**config.mk**
```make
export PLATFORM = sky130hd
export DESIGN_NAME = block_spawn_ctrl
export DESIGN_NICKNAME = d
export VERILOG_FILES = /design/src/rtl/game_pkg.sv /design/src/rtl/prio_enc_lowest.sv /design/src/rtl/block_spawn_ctrl.sv
export SDC_FILE = /design/constraint.sdc
export NUM_CORES = 1
export LEC_CHECK = 0
export ABC_CLOCK_PERIOD_IN_PS = 2700
export CORE_UTILIZATION = 34
export CTS_CLUSTER_DIAMETER = 40
export DETAILED_ROUTE_END_ITERATION = 12
export GPL_ROUTABILITY_DRIVEN = 0
export PLACE_DENSITY = 0.64
export SLEW_MARGIN = 25
export SYNTH_ARGS = -nofsm -noshare
export SYNTH_HDL_FRONTEND = slang
export SYNTH_SLANG_ARGS = --single-unit
```
**constraint.sdc**
```tcl
create_clock -name Clk -period 2.7 [get_ports Clk]
set_clock_uncertainty 0.1 [all_clocks]
set_input_delay 0.54 -clock Clk [delete_from_list [all_inputs] [get_ports Clk]]
set_output_delay 0.54 -clock Clk [all_outputs]
set_load 0.01 [all_outputs]
```
**src/rtl/game_pkg.sv**
```systemverilog
// Shared game-level definitions: spawn controller FSM encoding and system clock rate.
package game_pkg;

    typedef enum logic [2:0] {
        IDLE     = 3'd0,
        RUN      = 3'd1,
        PAUSED   = 3'd2,
        DRAIN    = 3'd3,
        FINISHED = 3'd4
    } spawn_state_t;

    localparam int CLK_HZ = 50000000;

endpackage : game_pkg

```
**src/rtl/prio_enc_lowest.sv**
```systemverilog
// Lowest-set-bit priority encoder: reports whether any request bit is set and
// the index of the lowest one (index is 0 when nothing is set).
module prio_enc_lowest #(
    parameter int W     = 5,
    parameter int IDX_W = (W > 1) ? $clog2(W) : 1
) (
    input  logic [W-1:0]     i_mask,
    output logic             o_found,
    output logic [IDX_W-1:0] o_index
);

    // Scan from the top down so the last match written is the lowest index.
    always_comb begin
        // NOTE: every output of a combinational block gets a default before any
        // conditional assignment; a path that leaves it unassigned infers a latch.
        o_found = |i_mask;
        o_index = '0;
        for (int i = W - 1; i >= 0; i--) begin
            if (i_mask[i]) begin
                o_index = IDX_W'(i);
            end
        end
    end

endmodule : prio_enc_lowest

```
**src/rtl/block_spawn_ctrl.sv**
```systemverilog
// Falling-block spawn scheduler: issues one block every SPAWN_INTERVAL running
// cycles into the lowest free renderer slot, remembers one blocked spawn while
// the pool is full, and drains then finishes once the per-run limit is reached.
module block_spawn_ctrl
    import game_pkg::*;
#(
    parameter int NUM_SLOTS      = 5,
    parameter int SPAWN_INTERVAL = 50000000,
    parameter int MAX_BLOCKS     = 20,
    parameter int CNT_W          = 28
) (
    input  logic                         Clk,
    input  logic                         Reset,
    input  logic                         Run,
    input  logic                         Pause,
    input  logic [NUM_SLOTS-1:0]         block_done,
    output logic [NUM_SLOTS-1:0]         block_active,
    output logic                         spawn_valid,
    output logic [$clog2(NUM_SLOTS)-1:0] spawn_slot,
    output logic [7:0]                   spawn_count,
    output logic                         busy,
    output logic                         finished
);

    localparam int SLOT_W = $clog2(NUM_SLOTS);
    localparam logic [CNT_W-1:0] CNT_LAST = CNT_W'(SPAWN_INTERVAL - 1);

    spawn_state_t          r_state;
    logic                  r_run_prev;
    logic [CNT_W-1:0]      r_cnt;
    logic                  r_pending;
    logic [7:0]            r_count;
    logic [NUM_SLOTS-1:0]  r_active;
    logic                  r_spawn_valid;
    logic [SLOT_W-1:0]     r_spawn_slot;

    spawn_state_t          w_state_nxt;
    logic [CNT_W-1:0]      w_cnt_nxt;
    logic                  w_pending_nxt;
    logic [7:0]            w_count_nxt;
    logic [7:0]            w_count_inc;
    logic                  w_run_rise;
    logic                  w_attempt;
    logic                  w_spawn;
    logic [NUM_SLOTS-1:0]  w_free;
    logic [NUM_SLOTS-1:0]  w_done_eff;
    logic [NUM_SLOTS-1:0]  w_spawn_mask;
    logic [NUM_SLOTS-1:0]  w_active_nxt;
    logic                  w_found;
    logic [SLOT_W-1:0]     w_idx;

    // A slot finishing this cycle is already free, so it can be reused with no gap.
    assign w_free      = ~r_active | block_done;
    // Completions reported for idle slots carry no meaning and are dropped.
    assign w_done_eff  = block_done & r_active;
    assign w_run_rise  = Run & ~r_run_prev;
    assign w_count_inc = (r_count == 8'hFF) ? r_count : r_count + 8'd1;

    prio_enc_lowest #(
        .W     (NUM_SLOTS),
        .IDX_W (SLOT_W)
    ) u_free_enc (
        .i_mask  (w_free),
        .o_found (w_found),
        .o_index (w_idx)
    );

    // Next-state, interval counter, pending flag and spawn decision.
    always_comb begin
        w_state_nxt   = r_state;
        w_cnt_nxt     = r_cnt;
        w_pending_nxt = r_pending;
        w_count_nxt   = r_count;
        w_attempt     = 1'b0;
        w_spawn       = 1'b0;
        case (r_state)
            IDLE, FINISHED: begin
                if (w_run_rise) begin
                    w_state_nxt   = RUN;
                    w_cnt_nxt     = '0;
                    w_count_nxt   = '0;
                    w_pending_nxt = 1'b0;
                end
            end
            RUN: begin
                // Pause wins over a coinciding attempt: counter frozen, nothing issued.
                if (Pause) begin
                    w_state_nxt = PAUSED;
                end else begin
                    w_attempt = (r_cnt == CNT_LAST);
                    w_cnt_nxt = w_attempt ? '0 : r_cnt + CNT_W'(1);
                    // A pending spawn and a fresh attempt collapse into one spawn.
                    if (w_attempt || r_pending) begin
                        if (w_found) begin
                            w_spawn       = 1'b1;
                            w_pending_nxt = 1'b0;
                            w_count_nxt   = w_count_inc;
                            if ((MAX_BLOCKS != 0) && (32'(w_count_inc) == MAX_BLOCKS)) begin
                                w_state_nxt = DRAIN;
                            end
                        end else begin
                            w_pending_nxt = 1'b1;
                        end
                    end
                end
            end
            PAUSED: begin
                if (!Pause) begin
                    w_state_nxt = RUN;
                end
            end
            DRAIN: begin
                w_pending_nxt = 1'b0;
                if (r_active == '0) begin
                    w_state_nxt = FINISHED;
                end
            end
            default: begin
                w_state_nxt = IDLE;
            end
        endcase
    end

    // Slot ownership: release on completion, claim on spawn (claim wins on the same slot).
    always_comb begin
        w_spawn_mask = w_spawn ? (NUM_SLOTS'(1) << w_idx) : '0;
        w_active_nxt = (r_active & ~w_done_eff) | w_spawn_mask;
    end

    // State and output registers, cleared asynchronously by Reset.
    always_ff @(posedge Clk or posedge Reset) begin
        // NOTE: sequential state uses non-blocking assignments so every register
        // samples pre-edge values, independent of statement order.
        if (Reset) begin
            r_state       <= IDLE;
            r_run_prev    <= 1'b0;
            r_cnt         <= '0;
            r_pending     <= 1'b0;
            r_count       <= '0;
            r_active      <= '0;
            r_spawn_valid <= 1'b0;
            r_spawn_slot  <= '0;
        end else begin
            r_state       <= w_state_nxt;
            r_run_prev    <= Run;
            r_cnt         <= w_cnt_nxt;
            r_pending     <= w_pending_nxt;
            r_count       <= w_count_nxt;
            r_active      <= w_active_nxt;
            r_spawn_valid <= w_spawn;
            r_spawn_slot  <= w_spawn ? w_idx : '0;
        end
    end

    assign block_active = r_active;
    assign spawn_valid  = r_spawn_valid;
    assign spawn_slot   = r_spawn_slot;
    assign spawn_count  = r_count;
    assign busy         = (r_state == RUN) || (r_state == PAUSED);
    assign finished     = (r_state == FINISHED);

endmodule : block_spawn_ctrl

```
# [Word level (Yosys, flattened, before mapping)]
# Cells that the tools add are included.
[word_totals] ff_bits=50 inputBits=9 output_inout_bits=19
[op_classes] n_addsub=2 eq_ne=16 shift=1 mux=34 bitwise=8 reduce_logical=12
[ops] op="2-to-1 mux 28 bit" count=3
[ops] op="one-hot mux 28 bit (2 select lines)" count=1
[ops] op="2-to-1 mux 8 bit" count=5
[ops] op="2-to-1 mux 3 bit" count=13
[ops] op="adder 28 x 1 -> 28 bit (second input constant)" count=1
[ops] op="equality test 28 x 26 -> 1 bit (second input constant)" count=1
[ops] op="one-hot mux 8 bit (2 select lines)" count=1
[ops] op="one-hot mux 3 bit (4 select lines)" count=1
[ops] op="bitwise AND 5 bit" count=2
[ops] op="!= test 2 bit (second input constant)" count=5
[ops] op="NOT 5 bit" count=2
[ops] op="bitwise OR 5 bit" count=2
[ops] op="adder 8 x 1 -> 8 bit (second input constant)" count=1
[ops] op="equality test 8 x 5 -> 1 bit (second input constant)" count=1
[ops] op="equality test 8 bit (second input constant)" count=1
[ops] op="2-to-1 mux 1 bit" count=8
[ops] op="equality test 3 x 2 -> 1 bit (second input constant)" count=2
[ops] op="!= test 3 bit (second input constant)" count=2
[ops] op="AND reduction 6 bit" count=1
[ops] op="zero test 5 bit" count=1
[ops] op="2-to-1 mux 5 bit" count=1
[ops] op="AND reduction 5 bit" count=1
[ops] op="OR reduction 5 bit" count=1
[ops] op="left shift 1 x 3 -> 5 bit (first input constant)" count=1
[ops] op="other kinds (14)" count=15

# [Depth between registers and ports, before layout]
# Gate-level depths: netlist (run 1).
[depth] word_depth=10 ltp_mapped=7

# [Modules after synthesis]
# Synthesis (run 1) repeated with hierarchy kept, for this count alone.
[hier_totals] hier_cells=320 area_unflattened_um2=2930.3
[by_module_without_submodules] module="block_spawn_ctrl" instances=1 cells_each=312 area_each_um2=2881.5 seq_area_each_um2=1251.2
[by_module_without_submodules] module="prio_enc_lowest" instances=1 cells_each=8 area_each_um2=48.8 seq_area_each_um2=0.0

# [Worst setup path before layout (run 1)]
# OpenSTA, ideal clock, no wires.
[synth_timing] path_kind="flip-flop to flip-flop" start="register r_cnt[26]" end="register r_state[0]" setup_time_ns=0.092 arrival_ns=1.931 t_required_ns=2.508 slack_ns=0.577 path_stages_with_launch=7 path_buffers=1 synth_period_minus_slack_ns=2.123 path_cell_list="dfrtp_1 nor4_1 nand3b_1 o41a_1 buf_6 o41a_1 o31ai_2"
[synth_via] elab_chain_len=4
[synth_lines] element="from (decl)" line_no="block_spawn_ctrl.sv:30" source="logic [CNT_W-1:0] r_cnt;"
[synth_lines] element="from (signal assigned)" line_no="block_spawn_ctrl.sv:146" source="r_cnt <= w_cnt_nxt;"
[synth_lines] element="equality test 28 x 26 -> 1 bit" line_no="block_spawn_ctrl.sv:90" source="w_attempt = (r_cnt == CNT_LAST);"
[synth_lines] element="logical OR 1 bit" line_no="block_spawn_ctrl.sv:93" source="if (w_attempt || r_pending) begin"
[synth_lines] element="!= test 3 bit (no source line)"
[synth_lines] element="AND reduction 6 bit (no source line)"
[synth_lines] element="to (signal assigned)" line_no="block_spawn_ctrl.sv:144" source="r_state <= w_state_nxt;"
[synth_lines] element="to (decl)" line_no="block_spawn_ctrl.sv:28" source="spawn_state_t r_state;"
# No other way between the ends.
# A chain may end at the register's enable or synchronous reset.

# [Worst setup path after layout (run 1)]
[layout_timing] start="register r_cnt[26]" end="register r_state[2]"
# The elaborated chain is that of the path after synthesis.

==> results of run 1 <==
flip-flops by register name (all words and copies together) (netlist names):
register / count
block_active: 5
r_cnt: 28
r_pending: 1
r_run_prev: 1
r_state: 3
spawn_count: 8
spawn_slot: 3
spawn_valid: 1
cell families (layout without fill, tap and decap cells):
logic type,Yosys count,count (layout)
AND/OR/NAND/NOR,158,158
flip-flops,50,50
multiplexers,3,3
AO/OA/AOI/OAI,55,55
buffers and inverters,21,56
adder cells (fa/ha/maj),2,2
XOR/XNOR,20,20
worst max-delay path, stage by stage (launching register included):
cell and delay (ps):
dfrtp_1 420, nor4_1 340, nand3b_1 200, o41a_1 590, o41ai_4 510, mux2i_1 290
per-stage QoR:
stage | hold WS (ps) | util [%] | area [um^2] | cells
2_1_floorplan | 376 | - | 2850 | 309
3_3_place_gp | 399 | 40.2 | 3280 | 441
3_5_place_dp | 421 | 40.2 | 3280 | 441
4_1_cts | 441 | 41.5 | 3400 | 449
5_1_grt | 452 | 41.5 | 3400 | 449
6_report | 430 | 41.5 | 3400 | 449
cells in the final DEF (no fill, tap or decap), drive strengths merged, types with 3 or more instances in the layout:
cell           instances
a21o                   3
a21oi                 10
a31oi                  5
and3                   9
and4                   4
buf                   11
clkbuf                 5
clkdlybuf4s50         27
dfrtp                 50
inv                   11
mux2i                  3
nand2                 33
nand2b                 9
nand3                 19
nand4                 11
nor2                  28
nor3                   9
nor3b                  4
nor4                   8
nor4b                  5
o21ai                 16
o31ai                  5
o41ai                  3
or3                    5
or4                    3
xnor2                  6
xor2                  14
worst min-delay path by stage:
stage,from,end,slack (ps),cells past startpoint
6_report,r_cnt[1]$_DFFE_PP0P_,r_cnt[1]$_DFFE_PP0P_,430,2
3_3_place_gp,r_cnt[1]$_DFFE_PP0P_,r_cnt[1]$_DFFE_PP0P_,400,2
5_1_grt,r_cnt[0]$_DFFE_PP0P_,r_cnt[0]$_DFFE_PP0P_,450,1
2_1_floorplan,r_cnt[1]$_DFFE_PP0P_,r_cnt[1]$_DFFE_PP0P_,380,2
4_1_cts,r_cnt[0]$_DFFE_PP0P_,r_cnt[0]$_DFFE_PP0P_,440,1
3_5_place_dp,r_cnt[1]$_DFFE_PP0P_,r_cnt[1]$_DFFE_PP0P_,420,2
area by class of cell:
| class | count | area, um^2 | share of cell area (%) |
|---|---|---|---|
| multi-input combinational | 238 | 1510 | 44.5 |
| inverter | 10 | 37.5 | 1.11 |
| clock inverter | 3 | 43.8 | 1.29 |
| timing repair buffer | 38 | 353 | 10.4 |
| clock buffer | 5 | 68.8 | 2.03 |
| tap | 105 | 131 | 3.87 |
| sequential | 50 | 1250 | 36.8 |
power by group:
part | leakage, nW | total (mW) | internal [mW] | switching, mW
clock network | 0.0585 | 0.536 | 0.278 | 0.258
logic | 0.647 | 0.625 | 0.261 | 0.363
registers | 0.690 | 0.878 | 0.796 | 0.0818
total | 1.40 | 2.04 | 1.34 | 0.703
routing by layer:
layer  GRT usage, %  up-vias  part of all wire (%)
met5              0        -                     0
met4           4.36        0                  0.80
met3           2.68        5                   3.1
met2           27.4       47                    48
met1           20.5     1190                    48
li1               -     1199                     -
==> results.json, run 1 <==
{
  "root_buffer": "clkbuf_8",
  "postRouteAntennaNets": 0,
  "wire_per_inst_um": 14.5,
  "cts_tree": "yes",
  "firstDrtPassIters": 4,
  "start_kind": "register",
  "insertion_delay_ps": 300,
  "cts_hold_buf": 0,
  "first_iter_violations": 129,
  "rr_worst_depth": 5,
  "vias": 2441,
  "io_buffers": 27,
  "synth_xor_area_share_pct": 6.14,
  "boundaryPins": 28,
  "synth-edff-count": 0,
  "gr-usage-all-layers_pct": 15.9,
  "worst_pin_slew_ps": 627,
  "setup_viol": 0,
  "yosys_warnings": 0,
  "synth_cell_type_count": 55,
  "min_path_type": "register to register",
  "pre_cts_ws_ps": 157,
  "syn_inst": 309,
  "ys_seq_area_share_pct": 43.9,
  "routed_via_density": 5.44,
  "drc_errors": 0,
  "clock_sinks": 50,
  "tns_ps": 0,
  "r2r-end": "r_state[2]$_DFFE_PP0P_",
  "yosys.cell_count.top_type": "dfrtp_1",
  "rsz0062_at_grt": "false",
  "row_count": 33,
  "postSynth.asyncResetShare_pct": 100,
  "synth_compound_area_share_pct": 13.6,
  "worstSetupPathType": "register to register",
  "core-area_um2": 8180,
  "finalCriticalPeriod_ps": 2520,
  "hold_viol_final": 0,
  "yosysTopAreaCell": "dfrtp_1",
  "vdd_drop_max_mv": 0.281,
  "layout.nets": 354,
  "reg2reg_slack_ps": 180,
  "synth_ff_type": "dfrtp_1",
  "synthSimpleGateAreaFrac_pct": 31.3,
  "worst_setup_path_endpoint": "r_state[2]$_DFFE_PP0P_",
  "synth_top_family_by_area": "simple AND/OR/NAND/NOR gates",
  "final_layout_size_suffix_gt1_share_pct": 9.88,
  "yosys-mux-area-fraction_pct": 1.05,
  "n_antenna_cell": 0,
  "cp_max_fo": 10,
  "syn_nets": 320,
  "p_total_mw": 2.04,
  "start_util_pct": 34.9,
  "cp-startpoint": "r_cnt[26]$_DFFE_PP0P_",
  "max_slew_margin_pct": 57.8,
  "die_area_um2": 8760,
  "synth_area_leaders": "dfrtp_1, nand2_1, xor2_1",
  "status": "finished, final reports clean",
  "arrival_ps": 2640,
  "cts_buffers": 5,
  "wl_um": 6500,
  "die_w_um": 93.6,
  "htree_levels": 2,
  "fmax_mhz": 397,
  "setup_slack_ps": 180,
  "cts_resized": 0,
  "grt.overflow.total": 0,
  "regToRegStartpoint": "r_cnt[26]$_DFFE_PP0P_",
  "mappedNetlistArea_um2": 2850,
  "synthTopCellsByCount": "dfrtp_1, nand2_1, nor2_1",
  "antenna_found_initial": 0,
  "ys_seq_elements": 50,
  "max_cap_viol_count": 0,
  "cts_buffer_depth": 2,
  "fin_crit_sh_pct": 93.3,
  "hpwl_um": 4700,
  "area_growth_pct": 19.1,
  "syn_area_per_cell_um2": 9.23,
  "die_h_um": 93.6,
  "synthAdderAreaFrac_pct": 0.878,
  "cts_setup_buffers": 0,
  "grt_first_pass_wirelength_um": 11000,
  "p_leak_nw": 1.40,
  "synth.top_cell.area_share_pct": 43.9,
  "p_per_area_nw_per_um2": 600,
  "grt_pass1_vias": 2354,
  "grt_start_max_net_pins": 51,
  "end_kind": "register",
  "nFillCells": 823,
  "clk_pin_slew_ps": 90,
  "finalMaxSlewViolations": 0,
  "crit_required_ps": 2820
}
Power figures use the tool's default switching activity.
==> run 2: changes to the inputs <==
--- a/config.mk
+++ b/config.mk
@@ -6,11 +6,11 @@
 export NUM_CORES = 1
 export LEC_CHECK = 0
 export ABC_CLOCK_PERIOD_IN_PS = 2700
-export CORE_UTILIZATION = 34
+export CORE_UTILIZATION = 36
 export CTS_CLUSTER_DIAMETER = 40
 export DETAILED_ROUTE_END_ITERATION = 12
 export GPL_ROUTABILITY_DRIVEN = 0
-export PLACE_DENSITY = 0.64
+export PLACE_DENSITY = 0.67
 export SLEW_MARGIN = 25
 export SYNTH_ARGS = -nofsm -noshare
 export SYNTH_HDL_FRONTEND = slang
==> run 2 against run 1 <==
Against the previous run: clock power is 18% lower; utilization up 2.4 points; sequential power hardly changed; combinational power hardly changed; die area decreased by 5.4%; cell count decreased by 0.45%; global-route usage grew 0.76 points; critical endpoint is now r_state[0]$_DFFE_PP0P_; sequential cell count unchanged; critical path type unchanged.
==> results.json, run 2 (synthesized netlist as in run 1, its figures left out) <==
{
  "postRouteAntennaNets": 0,
  "largest_register": "r_cnt",
  "clk_pin_slew_ps": 100,
  "insertion_delay_ps": 310,
  "vias": 2446,
  "gr-usage-all-layers_pct": 16.7,
  "grt.overflow.total": 0,
  "max_cap_viol_count": 0,
  "hold_viol_final": 0,
  "p_total_mw": 1.94,
  "arrival_ps": 2560,
  "cts_hold_buf": 0,
  "vdd_drop_max_mv": 0.298,
  "nFillCells": 755,
  "clock_sinks": 50,
  "cp_max_fo": 10,
  "wire_per_inst_um": 14.6,
  "fmax_mhz": 410,
  "io_buffers": 27,
  "grt_start_max_net_pins": 31,
  "cp_num_buf_inv": 0,
  "worst_pin_slew_ps": 634,
  "area_growth_pct": 18.4,
  "p_per_area_nw_per_um2": 575,
  "path_cells": "nor4_1 > nand3b_1 > o41a_1 > o41a_1 > o31ai_2",
  "cpMostUsedCell": "o41a_1",
  "min_path_type": "register to register",
  "final_area_um2": 3380,
  "max_slew_margin_pct": 57.7,
  "crit_required_ps": 2830,
  "boundaryPins": 28,
  "cts_buffer_depth": 2,
  "first_iter_violations": 93,
  "finalCriticalPeriod_ps": 2440,
  "cts_resized": 0,
  "antenna_found_initial": 0,
  "firstDrtPassIters": 4,
  "grt_first_pass_wirelength_um": 11200,
  "final_cells": 447,
  "rsz0062_at_grt": "false",
  "cp_slowest_cell": "o41a_1",
  "drc_errors": 0,
  "cts_tree": "yes",
  "wl_um": 6510,
  "setup_viol": 0,
  "grt_pass1_vias": 2378,
  "layout.nets": 355,
  "cts_buffers": 5,
  "placed_area_um2": 3290,
  "dpl.cell_count": 439,
  "hpwl_um": 4730,
  "pre_cts_ws_ps": 213,
  "fin_crit_sh_pct": 90.3,
  "root_buffer": "clkbuf_8",
  "row_count": 32,
  "cts_setup_buffers": 0,
  "final_layout_size_suffix_gt1_share_pct": 10.1,
  "register_area_um2": 1250,
  "final_cell_mix": "dfrtp_1, nand2_1, nor2_1",
  "htree_levels": 2,
  "finalMaxSlewViolations": 0,
  "die_w_um": 91,
  "p_leak_nw": 1.39,
  "end_kind": "register",
  "start_util_pct": 37.1,
  "worstSetupPathType": "register to register",
  "start_kind": "register",
  "cpPeakStageDelay_ps": 590,
  "largest_reg_flops": 28,
  "core-area_um2": 7690,
  "die_h_um": 91,
  "cp_top_family": "compound AO/OA/AOI/OAI gates",
  "multiInputGateArea_um2": 1510,
  "routed_via_density": 5.47,
  "status": "finished, final reports clean",
  "setup_slack_ps": 261,
  "die_area_um2": 8280,
  "final_common_cell": "dfrtp_1",
  "n_antenna_cell": 0,
  "tns_ps": 0
}
[run 2: routing by layer]
metal	track usage (%)	up-vias	share of wire [%]
met1	22.5	1191	47
met4	3.84	0	0.78
li1	-	1197	-
met5	0	-	0
met2	27.7	52	48
met3	3.10	6	4.0
[run 2: metrics by stage]
step | util (%) | hold WS, ps
CTS | 43.9 | 429
global route | 43.9 | 469
global placement | 42.8 | 395
finish | 43.9 | 428
detailed placement | 42.8 | 408
floorplan | - | 376
[run 2: path summary, 6_finish.rpt]
check / startpoint / endpoint / slack [ps] / depth (start not counted)
min: r_cnt[1]$_DFFE_PP0P_ / r_cnt[1]$_DFFE_PP0P_ / 430 / 2
max: r_cnt[26]$_DFFE_PP0P_ / r_state[0]$_DFFE_PP0P_ / 260 / 5
max in group asynchronous: Reset / spawn_count[7]$_DFFE_PP0P_ / 1340 / 3
min in group asynchronous: Reset / r_cnt[0]$_DFFE_PP0P_ / 530 / 2
max reg2reg: r_cnt[26]$_DFFE_PP0P_ / r_state[0]$_DFFE_PP0P_ / 260 / 5
min reg2reg: r_cnt[1]$_DFFE_PP0P_ / r_cnt[1]$_DFFE_PP0P_ / 430 / 2
[run 2: worst reg2reg max path: cells and delay by family (launching register included)]
kind / cells / cell delay [ps]
AND/OR/NAND/NOR: 2 / 520
AO/OA/AOI/OAI: 3 / 1310
flip-flops: 1 / 430
[run 2: cell type report]
type / count / area share (%)
clock buffers: 5 / 2.04
clock inverters: 3 / 0.630
inverters: 10 / 1.11
multi-input cells: 238 / 44.7
flip-flops and latches: 50 / 37.1
well taps: 102 / 3.78
repair buffers: 39 / 10.7
[run 2: power by group]
| group | internal [mW] | switching, mW | total (mW) |
|---|---|---|---|
| combinational | 0.262 | 0.360 | 0.622 |
| clock | 0.183 | 0.258 | 0.440 |
| sequential | 0.796 | 0.0829 | 0.879 |
